## config.mk

```make
export PLATFORM = sky130hd
export DESIGN_NAME = timer_irq
export DESIGN_NICKNAME = d
export VERILOG_FILES = /design/src/rtl/timer_irq.sv
export SDC_FILE = /design/constraint.sdc
export NUM_CORES = 1
export LEC_CHECK = 0
export BUFFER_PORTS_ARGS = -buffer_cell sky130_fd_sc_hd__buf_4
export CAP_MARGIN = 20
export CORE_MARGIN = 2
export CORE_UTILIZATION = 56
export DETAILED_ROUTE_END_ITERATION = 10
export PLACE_DENSITY_LB_ADDON = 0.3
export SETUP_SLACK_MARGIN = 0.4
export SYNTH_ARGS = -nofsm -noshare
export SYNTH_HDL_FRONTEND = slang
export SYNTH_SLANG_ARGS = --single-unit
```

## constraint.sdc

```tcl
create_clock -name clk -period 2.7 [get_ports clk]
set_input_delay 0.54 -clock clk [delete_from_list [all_inputs] [get_ports clk]]
set_output_delay 0.54 -clock clk [all_outputs]
set_load 0.005 [all_outputs]
```

## src/rtl/timer_irq.sv

```systemverilog
// Programmable down-counting timer with one-shot / auto-reload modes and a maskable interrupt.
// Dout is a combinational read of the register selected by Addr; IRQ comes straight from registered state.
module timer_irq (
    input  logic        clk,
    input  logic        reset,
    input  logic [1:0]  Addr,
    input  logic        WE,
    input  logic [31:0] Din,
    output logic [31:0] Dout,
    output logic        IRQ
);

    typedef enum logic [1:0] {
        IDLE = 2'd0,
        LOAD = 2'd1,
        CNT  = 2'd2,
        INT  = 2'd3
    } state_t;

    state_t      state_q, state_d;
    logic        en_q, en_d;
    logic [1:0]  mode_q, mode_d;
    logic        im_q, im_d;
    logic [31:0] preset_q, preset_d;
    logic [31:0] count_q, count_d;
    logic        pend_q, pend_d;
    logic        wr_ctrl, wr_preset;

    assign wr_ctrl   = WE && (Addr == 2'd0);
    assign wr_preset = WE && (Addr == 2'd1);

    always_ff @(posedge clk or posedge reset) begin
        if (reset) begin
            state_q  <= IDLE;
            en_q     <= 1'b0;
            mode_q   <= 2'b00;
            im_q     <= 1'b0;
            preset_q <= 32'd0;
            count_q  <= 32'd0;
            pend_q   <= 1'b0;
        end else begin
            state_q  <= state_d;
            en_q     <= en_d;
            mode_q   <= mode_d;
            im_q     <= im_d;
            preset_q <= preset_d;
            count_q  <= count_d;
            pend_q   <= pend_d;
        end
    end

    always_comb begin
        state_d  = state_q;
        en_d     = en_q;
        mode_d   = mode_q;
        im_d     = im_q;
        preset_d = preset_q;
        count_d  = count_q;
        pend_d   = pend_q;

        case (state_q)
            IDLE: begin
                if (en_q) state_d = LOAD;
            end
            LOAD: begin
                count_d = preset_q;
                state_d = CNT;
            end
            CNT: begin
                if (!en_q) begin
                    state_d = IDLE;
                end else if (count_q > 32'd1) begin
                    count_d = count_q - 32'd1;
                end else begin
                    // Saturate at zero so PRESET=0 expires like PRESET=1.
                    count_d = 32'd0;
                    pend_d  = 1'b1;
                    state_d = INT;
                end
            end
            INT: begin
                state_d = IDLE;
                if (mode_q == 2'b01) pend_d = 1'b0;
                else                 en_d   = 1'b0;
            end
            default: state_d = IDLE;
        endcase

        // Bus writes are applied last so a CTRL write overrides the one-shot Enable clear.
        if (wr_ctrl) begin
            en_d   = Din[0];
            mode_d = Din[2:1];
            im_d   = Din[3];
        end
        if (wr_preset) preset_d = Din;
        if (wr_ctrl || wr_preset) pend_d = 1'b0;
    end

    always_comb begin
        Dout = 32'd0;
        case (Addr)
            2'd0:    Dout = {28'd0, im_q, mode_q, en_q};
            2'd1:    Dout = preset_q;
            2'd2:    Dout = count_q;
            default: Dout = 32'd0;
        endcase
    end

    assign IRQ = im_q & pend_q;

endmodule

```

# Word level (Yosys, flattened, before mapping)
# Index checks and enable logic that the tools add are counted.
# totals
ff_bits,71
latchBits,0
ramBits,0
rom_bits,0
inputBits,37
output_inout_bits,33
word_cells,51
n_memories,0
# op_classes
addsub,1
n_mul,0
n_div,0
n_lt_le_gt_ge,1
eq_ne,13
n_shift,0
muxes,16
bitwise_logic,1
n_reduce_logical,12
# ops
cell,n
32-bit one-hot mux with 3 select lines,1
32-bit 2-to-1 mux,2
32-bit one-hot mux with 2 select lines,1
"32-bit by 1-bit greater-than comparator with 1-bit output, second input constant",1
"32-bit by 1-bit subtractor with 32-bit output, second input constant",1
"3-bit inequality test, second input constant",4
2-bit one-hot mux with 4 select lines,1
1-bit 2-to-1 mux,7
"2-bit by 1-bit equality test with 1-bit output, second input constant",3
"2-bit equality test, second input constant",3
2-bit 2-to-1 mux,3
"2-bit inequality test, second input constant",3
2-bit AND reduction,3
2-bit zero test,2
4-bit AND reduction,1
2-bit nonzero test,2
3-bit nonzero test,1
1-bit logical AND,2
1-bit one-hot mux with 2 select lines,1
1-bit bitwise AND,1
1-bit logical OR,1

# Logic depth before layout (Yosys ltp)
# Gate-level depths: netlist of run 1.
# logic_depth
word_depth,5
depth_mapped,9
mapped_depth_nobuf,7

# Least setup slack after synthesis of run 1
# OpenSTA, ideal clock, no wires.
# synth_timing
kind,input to output
startpoint,in Addr[1]
endpoint,out Dout[11]
arrival_ps,1746
required_ps,2160
setup_slack_ps,414
stages,5
n_path_buf,2
path_cell_list,clkbuf_1 inv_1 nor2_1 clkbuf_1 a22o_1
# synth_via
elab_chain_len,2
word_cells_on_any_way,4
cone_classes,eq/ne (2); mux (1); reduce/logical (1)
# synth_lines
element,line,source
from (decl),6,"input logic [1:0] Addr,"
2-bit equality test (tied with other cells),101,case (Addr)
32-bit one-hot mux with 3 select lines (*),101,
to (decl),9,"output logic [31:0] Dout,"
# Mark *: on every way between the ends. The rest lies on a longest branch, timed or not.

# Final worst setup path of run 1
# layout_timing
startpoint,reg count_q[11]
endpoint,reg count_q[3]
# layout_via
elab_chain_len,4
# layout_lines
element,line,source
from (decl),25,"logic [31:0] count_q, count_d;"
from (signal assigned),47,count_q <= count_d;
32-bit by 1-bit greater-than comparator with 1-bit output,72,end else if (count_q > 32'd1) begin
32-bit 2-to-1 mux,72,
32-bit 2-to-1 mux,70,if (!en_q) begin
32-bit one-hot mux with 2 select lines,61,case (state_q)
# Every way passes these cells. The select of a mux whose other input is x is not followed.
# A chain may end at the register's enable or synchronous reset.

==> flow_summary.yaml, run 1 <==
synthesis:
  syn_inst: 394
  ys_types: 52
  yosysWarnings: 0
  yosysSeqAreaShare: 0.449
  synth-edff-count: 0
  synth_ff_type: "dfrtp_1"
  async_flop_share: 1.00
  yosys-top-cells-area: "dfrtp_1, mux2_2, a22o_1"
  ys_ff_latch: 71
  synthMostInstantiatedCell: "dfrtp_1"
  yosys.area.top_type: "dfrtp_1"
  avgSynthCellArea_um2: 10.1
  yosysTopAreaCellShare: 0.449
  synthTopCellsByCount: "dfrtp_1, o21ai_0, nand2_1, mux2_2, a22o_1"
  syn-num-nets: 433
  syn_area_mm2: 0.00396
global_route:
  met3_usage: 0.0415
  grt_usage: 0.276
  antenna_found_initial: 0
  grt.busiest_layer: "met2"
  globalRouteMet2Util: 0.424
  grt_pass1_vias: 3352
  overflow: 0
  grt_max_degree: 72
  grt_pass1_wl_um: 16600
  grt_use_met1: 0.385
floorplanning:
  core-area_mm2: 0.00683
  die_w_um: 88.1
  die-area_mm2: 0.00776
  start_util: 0.580
  die_height_um: 88.1
  rows: 30
  io_pins: 70
timing:
  period_share: 0.858
  report.final.setup_viol: 0
  max_slew_margin: 0.512
  fmax_mhz: 432
  fin_worst_skew_ns: 0.0105
  drv_slew: 0
  tightest_slew_ns: 0.731
  rsz0062_at_grt: "yes"
  tns_ns: 0
  hold_violations: 0
  holdWs_ns: 0.282
  timing.final.ws_setup_ns: 0.383
  finalWorstPathRequiredPeriod_ns: 2.32
pwr:
  power_uw: 4730
  sw_frac_of_total: 0.404
  max-vdd-ir-drop_mv: 0.508
  p_seq_frac: 0.401
  power_frac_clock: 0.181
  comb_power_share: 0.418
  p_per_area_mw_per_mm2: 944
  power.switching_uw: 1910
  internal_power_uw: 2820
  leakage_uw: 0.00221
layout:
  ff_latch_area_mm2: 0.00178
  drive_gt1_frac: 0.367
  area_delta_synth_final_pct: 26.6
  diodes: 0
  multi_input_area_mm2: 0.00208
  finish.net_count: 513
  fillCellCount: 545
setup_path:
  end_kind: "flip-flop"
  path_depth: 7
  crit_family: "simple AND/OR/NAND/NOR gates"
  slowest_stage: "dfrtp_2"
  crit_chain: "nor4_4 -> nand4b_4 -> o41ai_4 -> buf_6 -> nor2_2 -> and3_1 -> a221o_1"
  path_max_fanout: 6
  r2r_setup_slack_ns: 0.38
  cp-startpoint: "count_q[11]$_DFFE_PP0P_"
  crit_buf_inv: 1
  timing.rr.end: "count_q[3]$_DFFE_PP0P_"
  rr_worst_depth: 7
  critPathArrivalTime_ns: 2.56
  crit_required_ns: 2.95
  start_kind: "flip-flop"
  crit_type: "reg -> reg"
  max_stage_delay_ns: 0.46
  crit_end: "count_q[3]$_DFFE_PP0P_"
  r2r_start: "count_q[11]$_DFFE_PP0P_"
clock_network:
  cts.reportedPaths.clkPinSlew_ns: 0.08
  cts_root_buffer: "clkbuf_8"
  cts_buffers: 9
  worstSkewPairLatency_ns: 0.36
  htree_levels: 3
  clk_path_buf_depth: 2
  cts_sinks: 71
  tritoncts: "done"
  hold_buffers: 0
placed_design:
  preCtsSetupSlack_ns: 0.351
  io_buffers: 69
  dpl.hpwl_um: 6950
  gp_congestion: 0.919
route:
  drt-initial-drc-count: 219
  drcViolationCount: 0
  antenna_left: 0
  vias: 3537
  first_pass_iters: 5
  routed_wl_um: 10500
  wire_per_inst_um: 18.3
  via_per_inst: 6.15
run:
  maxCapViolations: 0
status:
  status: "finished clean"
hold_path:
  hold_path_class: "in -> async"
==> repair_timing <==
| action | 4_1_cts | 5_1_grt |
|---|---|---|
| setup endpoints to repair | 6 | 28 |
| cloned | 0 | 2 |
| pin swaps | 2 | 22 |
| gates resized for setup | 5 | 35 |
| buffers inserted | 1 | 9 |
==> registers in the layout (all words and copies together) (netlist names) <==
register  cells
mode_q        2
im_q          1
count_q      32
en_q          1
pend_q        1
state_q       2
preset_q     32
==> kinds of logic after synthesis <==
family                   Yosys count  synth area share
AO/OA/AOI/OAI                    125             0.222
adder cells (fa/ha/maj)            2           0.00632
buffers and inverters             34            0.0452
flip-flops                        71             0.449
multiplexers                      39             0.110
AND/OR/NAND/NOR                  123             0.168
==> power by group through the flow <==
stage	Combinational [uW]	Sequential [uW]	Clock, uW
3_3_place_gp	1690	1860	0
5_1_grt	2170	1950	909
4_1_cts	1760	1870	864
2_1_floorplan	1350	1690	0
6_report	1980	1900	856
3_5_place_dp	1730	1880	0
==> worst min-delay path by stage <==
| stage | from | to | slack (ns) | cells past startpoint |
|---|---|---|---|---|
| floorplan | preset_q[18]$_DFFE_PP0P_ | count_q[18]$_DFFE_PP0P_ | 0.47 | 2 |
| global placement | im_q$_DFFE_PP0P_ | im_q$_DFFE_PP0P_ | 0.51 | 1 |
| detailed placement | preset_q[18]$_DFFE_PP0P_ | count_q[18]$_DFFE_PP0P_ | 0.51 | 2 |
| CTS | reset | preset_q[30]$_DFFE_PP0P_ | 0.30 | 3 |
| global route | reset | preset_q[30]$_DFFE_PP0P_ | 0.31 | 3 |
| finish | reset | preset_q[30]$_DFFE_PP0P_ | 0.28 | 3 |
==> placed cells by master (no fill, tap or decap), types with 4 or more instances in the layout <==
master,n
o21ai_0,34
nor3_1,15
buf_6,4
buf_4,88
nor2_1,22
o21ai_1,6
dfrtp_1,66
nand2_1,38
mux2_2,35
nand3_1,5
nor2b_1,4
a22o_1,31
nand2b_1,4
a21oi_1,17
inv_1,4
clkbuf_8,10
mux2i_1,4
nor4_1,6
a221o_1,6
dfrtp_2,5
==> worst register-to-register path: stages (launching register included) <==
cell      delay, ns
dfrtp_2        0.46
nor4_4         0.39
nand4b_4       0.18
o41ai_4        0.45
buf_6          0.20
nor2_2         0.10
and3_1         0.18
a221o_1        0.25
==> layout make-up <==
class / instances / share of cell area
Clock buffer: 12 / 0.0289
Clock inverter: 4 / 0.00898
Inverter: 6 / 0.00599
Sequential cell: 71 / 0.356
Multi-Input combinational cell: 289 / 0.415
Timing Repair Buffer: 97 / 0.162
Tap cell: 96 / 0.0240
==> layer usage <==
metal	part of all wire	vias to the layer above
met2	0.48	132
met5	0	-
li1	-	1634
met3	0.051	22
met4	0.019	0
met1	0.45	1749
==> per-stage QoR <==
step,std cells,util,instance area [um2]
global route,575,0.734,5010
global placement,547,0.671,4580
CTS,564,0.702,4800
floorplan,394,-,3960
detailed placement,547,0.671,4580
finish,575,0.734,5010
Power figures use the tool's default switching activity.
==> run 2, diff against run 1 <==
--- a/config.mk
+++ b/config.mk
@@ -5,11 +5,13 @@
 export SDC_FILE = /design/constraint.sdc
 export NUM_CORES = 1
 export LEC_CHECK = 0
+export ABC_AREA = 1
 export BUFFER_PORTS_ARGS = -buffer_cell sky130_fd_sc_hd__buf_4
 export CAP_MARGIN = 20
 export CORE_MARGIN = 2
-export CORE_UTILIZATION = 56
+export CORE_UTILIZATION = 57
 export DETAILED_ROUTE_END_ITERATION = 10
+export GPL_TIMING_DRIVEN = 0
 export PLACE_DENSITY_LB_ADDON = 0.3
 export SETUP_SLACK_MARGIN = 0.4
 export SYNTH_ARGS = -nofsm -noshare
==> run 2 against run 1 <==
Compared with the run above:
- sequential power down 7%
- wire length grew 22%
- power rose by 1.7%
- synthesized cell count grew 58%
- via count up 27%
- non-clock buffer count shrank 3
- critical path depth down 1
- maximum frequency increased by 3.1%
- synthesized area rose by 11%
- first-iteration DRC count increased by 47%
- count of clock-buffer cells in the layout fell by 1
- sequential share of layout area shrank 2.1 points
- largest cell class unchanged
==> flow_summary.yaml, run 2 <==
placed_design:
  dpl.hpwl_um: 9460
  gp_congestion: 0.888
  post_dp_cell_area_mm2: 0.00507
  io_buffers: 68
  dp.cells: 792
pwr:
  leakage_uw: 0.00269
  sw_frac_of_total: 0.447
  internal_power_uw: 2660
  power.switching_uw: 2150
  max-vdd-ir-drop_mv: 0.409
  p_per_area_mw_per_mm2: 906
  power_frac_clock: 0.190
  p_seq_frac: 0.366
  comb_power_share: 0.444
synthesis:
  avgSynthCellArea_um2: 7.10
  yosysSeqAreaShare: 0.403
  syn_inst: 621
  synth_ff_type: "dfrtp_1"
  yosys-top-cells-area: "dfrtp_1, nand2_1, nor2_1"
  ys_ff_latch: 71
  async_flop_share: 1.00
  synthTopCellsByCount: "nand2_1, nor2_1, inv_1, dfrtp_1, o21ai_0"
  yosysTopAreaCellShare: 0.403
  yosysWarnings: 0
  syn_area_mm2: 0.00441
  yosys.area.top_type: "dfrtp_1"
  ys_types: 29
  synthMostInstantiatedCell: "nand2_1"
  syn-num-nets: 660
  synth-edff-count: 0
floorplanning:
  io_pins: 70
  core-area_mm2: 0.00761
  die-area_mm2: 0.00845
  rows: 32
  die_w_um: 91.9
  die_height_um: 91.9
  start_util: 0.579
setup_path:
  start_kind: "primary input"
  critPathArrivalTime_ns: 1.71
  end_kind: "output port"
  crit_type: "in -> out"
  crit_required_ns: 2.16
  path_max_fanout: 10
route:
  wire_per_inst_um: 15.9
  antenna_left: 0
  via_per_inst: 5.56
  first_pass_iters: 9
  drcViolationCount: 0
  drt-initial-drc-count: 322
  routed_wl_um: 12900
  vias: 4504
global_route:
  grt_max_degree: 38
  antenna_found_initial: 0
  overflow: 0
  grt_usage: 0.318
  grt_pass1_vias: 4414
  grt_pass1_wl_um: 21200
timing:
  report.final.setup_viol: 0
  tightest_slew_ns: 0.748
  rsz0062_at_grt: "no"
  tns_ns: 0
  hold_violations: 0
  fmax_mhz: 445
  fin_worst_skew_ns: 0.0104
  finalWorstPathRequiredPeriod_ns: 2.25
  max_slew_margin: 0.500
  period_share: 0.832
  holdWs_ns: 0.297
  drv_slew: 0
layout:
  diodes: 0
  final_common_cell: "nand2_1"
  fin_area_mm2: 0.00531
  reg_top3: "count_q x32, preset_q x32"
  area_delta_synth_final_pct: 20.5
  final_cells: 810
  finish.net_count: 742
  final_util: 0.698
  drive_gt1_frac: 0.210
  layout_common_cells: "nand2_1, nor2_1, inv_1"
clock_network:
  cts_root_buffer: "clkbuf_8"
  clk_path_buf_depth: 2
  cts_sinks: 71
  worstSkewPairLatency_ns: 0.36
  tritoncts: "done"
  hold_buffers: 0
  cts_buffers: 9
  htree_levels: 3
  cts.reportedPaths.clkPinSlew_ns: 0.09
hold_path:
  hold_path_class: "in -> async"
run:
  maxCapViolations: 0
status:
  status: "finished clean"
run 2: cell count changes after synthesis, moves of 14 or more:
| cell | delta |
|---|---|
| o21ai_1 | +15 |
| nor3_1 | -14 |
| mux2_2 | -25 |
| o22ai_1 | +18 |
| inv_1 | +78 |
| nand3_1 | +19 |
| a22o_1 | -31 |
| nor2_1 | +69 |
| nand2_1 | +110 |
run 2: final timing paths:
path	start	to	slack (ns)	cells past startpoint
hold / removal	reset	preset_q[25]$_DFFE_PP0P_	0.30	2
min in group clk	Din[8]	preset_q[8]$_DFFE_PP0P_	0.41	2
setup reg to reg	count_q[0]$_DFFE_PP0P_	count_q[25]$_DFFE_PP0P_	0.76	10
setup / recovery	Addr[0]	Dout[19]	0.45	6
max in group asynchronous	reset	preset_q[11]$_DFFE_PP0P_	1.75	3
hold reg to reg	pend_q$_DFFE_PP0P_	pend_q$_DFFE_PP0P_	0.51	2
run 2: per-layer routing:
| layer | up-vias | GRT usage | routed length, um |
|---|---|---|---|
| li1 | 2141 | - | - |
| met1 | 2095 | 0.427 | 5390 |
| met2 | 231 | 0.521 | 6120 |
| met3 | 37 | 0.0542 | 1030 |
| met4 | 0 | 0.116 | 346 |
| met5 | - | 0 | 0 |
run 2: worst max-delay path: stages:
cell      delay, ns
buf_4          0.11
inv_1          0.22
nand2_4        0.16
clkbuf_2       0.24
o22ai_1        0.27
buf_4          0.16
run 2: what timing repair did:
item,CTS,global route
hold endpoints to repair,0,0
endpoints found under the setup margin,24,20
buffers inserted,0,2
resized for setup,6,4
pin swaps,0,1
run 2: kinds of logic after synthesis:
family | share of synthesized area
AOI/OAI and AO/OA | 0.157
xor gates and xnor gates | 0.0139
adders and majority gates | 0.00568
buffers and inverters | 0.0991
DFF | 0.403
muxes | 0.0255
and+or+nand+nor | 0.296
run 2: stage by stage:
step / worst slack (ns) / total power (uW)
2_1_floorplan: 0.851 / 3140
3_3_place_gp: 0.251 / 3730
3_5_place_dp: 0.245 / 3840
4_1_cts: 0.413 / 4740
5_1_grt: 0.410 / 5130
6_report: 0.453 / 4810
run 2: final cells by class:
cell class / instances / area (um2)
Buffer: 23 / 124
Clock buffer: 11 / 151
Clock inverter: 5 / 56.3
Fill cell: 658 / 2300
Inverter: 85 / 323
Multi-Input combinational cell: 442 / 2210
Sequential cell: 71 / 1780
Tap cell: 102 / 128
Timing Repair Buffer: 71 / 546
run 2: power groups by stage:
stage | sequential, uW | clock [uW] | combinational (uW)
2_1_floorplan | 1660 | 0 | 1480
4_1_cts | 1750 | 906 | 2090
3_3_place_gp | 1740 | 0 | 1990
6_report | 1760 | 914 | 2140
3_5_place_dp | 1760 | 0 | 2080
5_1_grt | 1800 | 950 | 2380
==> run 3, diff against run 2 <==
--- a/config.mk
+++ b/config.mk
@@ -5,11 +5,11 @@
 export SDC_FILE = /design/constraint.sdc
 export NUM_CORES = 1
 export LEC_CHECK = 0
-export ABC_AREA = 1
+export ABC_AREA = 0
 export BUFFER_PORTS_ARGS = -buffer_cell sky130_fd_sc_hd__buf_4
 export CAP_MARGIN = 20
 export CORE_MARGIN = 2
-export CORE_UTILIZATION = 57
+export CORE_UTILIZATION = 51
 export DETAILED_ROUTE_END_ITERATION = 10
 export GPL_TIMING_DRIVEN = 0
 export PLACE_DENSITY_LB_ADDON = 0.3
==> constraint.sdc (replaced) <==
create_clock -name clk -period 1.9 [get_ports clk]
set_input_delay 0.38 -clock clk [delete_from_list [all_inputs] [get_ports clk]]
set_output_delay 0.38 -clock clk [all_outputs]
set_load 0.005 [all_outputs]
==> run 3 against run 2 <==
Compared with the run above:
- the run now ends with negative setup slack left
- wire length increased by 9.8%
- clock skew increased by 0.0020 ns
- global-route usage increased by 0.41 points
- worst setup slack got worse by 0.94 ns
- sequential share of layout area decreased by 3.1 points
- critical path depth increased by 3
- highest routed layer unchanged
==> flow_summary.yaml, run 3 (synthesis gave the netlist of run 1 again) <==
route:
  drt-initial-drc-count: 468
  antenna_left: 0
  wire_per_inst_um: 22.8
  first_pass_iters: 7
  drcViolationCount: 0
  via_per_inst: 6.60
  routed_wl_um: 14100
  vias: 4096
timing:
  timing.final.ws_setup_ns: -0.492
  tightest_slew_ns: 0.834
  fin_worst_skew_ns: 0.0124
  rsz0062_at_grt: "yes"
  drv_slew: 0
  hold_violations: 0
  report.final.setup_viol: 34
  holdWs_ns: 0.139
  fmax_mhz: 418
  period_share: 1.26
  max_slew_margin: 0.444
  finalWorstPathRequiredPeriod_ns: 2.39
global_route:
  grt_pass1_vias: 3940
  grt_pass1_wl_um: 20800
  grt_max_degree: 40
  antenna_found_initial: 0
  grt_usage: 0.322
  overflow: 0
floorplanning:
  core-area_mm2: 0.00761
  die-area_mm2: 0.00849
  io_pins: 70
  rows: 32
  die_w_um: 92.1
  start_util: 0.521
  die_height_um: 92.1
layout:
  layout_common_cells: "buf_4, dfrtp_1, mux2_2"
  area_delta_synth_final_pct: 48.1
  diodes: 0
  finish.net_count: 556
  reg_top3: "count_q x32, preset_q x32"
  final_common_cell: "buf_4"
  ff_latch_area_mm2: 0.00178
  fillCellCount: 462
  multi_input_area_mm2: 0.00234
  final_util: 0.771
  drive_gt1_frac: 0.497
setup_path:
  rr_worst_depth: 9
  slowest_stage: "o41ai_4"
  timing.rr.end: "count_q[6]$_DFFE_PP0P_"
  crit_type: "reg -> reg"
  path_depth: 9
  crit_required_ns: 2.15
  critPathArrivalTime_ns: 2.65
  r2r_start: "count_q[5]$_DFFE_PP0P_"
  crit_family: "simple AND/OR/NAND/NOR gates"
  crit_end: "count_q[6]$_DFFE_PP0P_"
  max_stage_delay_ns: 0.40
  end_kind: "flip-flop"
  path_max_fanout: 7
  crit_buf_inv: 3
  r2r_setup_slack_ns: -0.49
  crit_chain: "buf_6 -> nor4_4 -> nand4b_4 -> o41ai_4 -> buf_4 -> nand2b_4 -> buf_8 -> nor4_2 -> a221o_1"
  start_kind: "flip-flop"
  cp-startpoint: "count_q[5]$_DFFE_PP0P_"
pwr:
  leakage_uw: 0.00257
  max-vdd-ir-drop_mv: 0.680
  p_per_area_mw_per_mm2: 1340
clock_network:
  htree_levels: 3
  cts.reportedPaths.clkPinSlew_ns: 0.08
  worstSkewPairLatency_ns: 0.36
  tritoncts: "done"
  clk_path_buf_depth: 2
  cts_root_buffer: "clkbuf_8"
  hold_buffers: 0
  cts_buffers: 9
  cts_sinks: 71
hold_path:
  hold_path_class: "in -> async"
placed_design:
  gp_congestion: 0.894
  io_buffers: 68
  dpl.hpwl_um: 8000
status:
  violations: "negative setup slack"
  status: "complete, but fails checks"
run:
  maxCapViolations: 0
==> run 3: changes by cell type in the layout (fill, tap and decap cells not counted), moves of 16 or more <==
cell     before  now
o21ai_0      49   14
a21oi_1      27    8
nand2_1     147   32
inv_1        83    4
nor2_1       94   17
nand3_1      24    4
mux2_2       10   35
o22ai_1      18    0
a22o_1        0   31
buf_6         3   19
buf_4        70   89
==> run 3: repair_timing <==
action	CTS	global route
buffers inserted	23	11
resized for setup	86	45
pin swaps	61	16
gates cloned	9	0
setup endpoints to repair	67	83
==> run 3: how the worst min path moves through the flow <==
stage	endpoint	slack, ns	startpoint	cells after the start
2_1_floorplan	count_q[18]$_DFFE_PP0P_	0.47	preset_q[18]$_DFFE_PP0P_	2
3_3_place_gp	count_q[7]$_DFFE_PP0P_	0.50	preset_q[7]$_DFFE_PP0P_	2
3_5_place_dp	count_q[13]$_DFFE_PP0P_	0.51	preset_q[13]$_DFFE_PP0P_	2
4_1_cts	count_q[31]$_DFFE_PP0P_	0.16	reset	2
5_1_grt	preset_q[24]$_DFFE_PP0P_	0.20	reset	2
6_report	count_q[29]$_DFFE_PP0P_	0.14	reset	2
==> run 3: metrics by stage <==
stage | cells | instance area [um2] | setup TNS [ns] | total power, uW | worst slack, ns
after floorplan | 394 | 4070 | -3.84 | 4430 | -0.223
after global placement | 564 | 4710 | -14.63 | 5260 | -0.529
after detailed placement | 565 | 4730 | -16.40 | 5350 | -0.579
after CTS | 610 | 5620 | -9.44 | 7220 | -0.366
after global routing | 621 | 5860 | -14.98 | 8190 | -0.561
final | 621 | 5860 | -12.77 | 7840 | -0.492
==> run 3: worst reg2reg max path: cells and delay by family (launching register included) <==
| kind | cells | cell delay (ns) |
|---|---|---|
| and+or+nand+nor | 4 | 0.76 |
| AOI/OAI and AO/OA | 2 | 0.67 |
| buffers and inverters | 3 | 0.49 |
| DFF | 1 | 0.38 |
==> run 3: where the power goes <==
part | switching [uW] | internal [uW] | leakage, uW
logic | 2160 | 1900 | 0.00162
registers | 647 | 2010 | 0.000861
clock network | 567 | 558 | 0.0000902
total | 3370 | 4470 | 0.00257
==> run 3: cell type report <==
type	count	share of cell area
timing repair buffer	112	0.180
tap	102	0.0218
buffer	28	0.0619
inverter	6	0.00491
multi-input combinational	289	0.399
clock inverter	1	0.000854
clock buffer	12	0.0282
sequential	71	0.304
==> run 3: per-layer routing <==
layer  global-route usage  up-vias  share of wire
met5                    0        -              0
met4                0.162        0          0.054
met3               0.0690       80           0.10
met2                0.518      332           0.47
met1                0.412     1957           0.38
li1                     -     1727              -
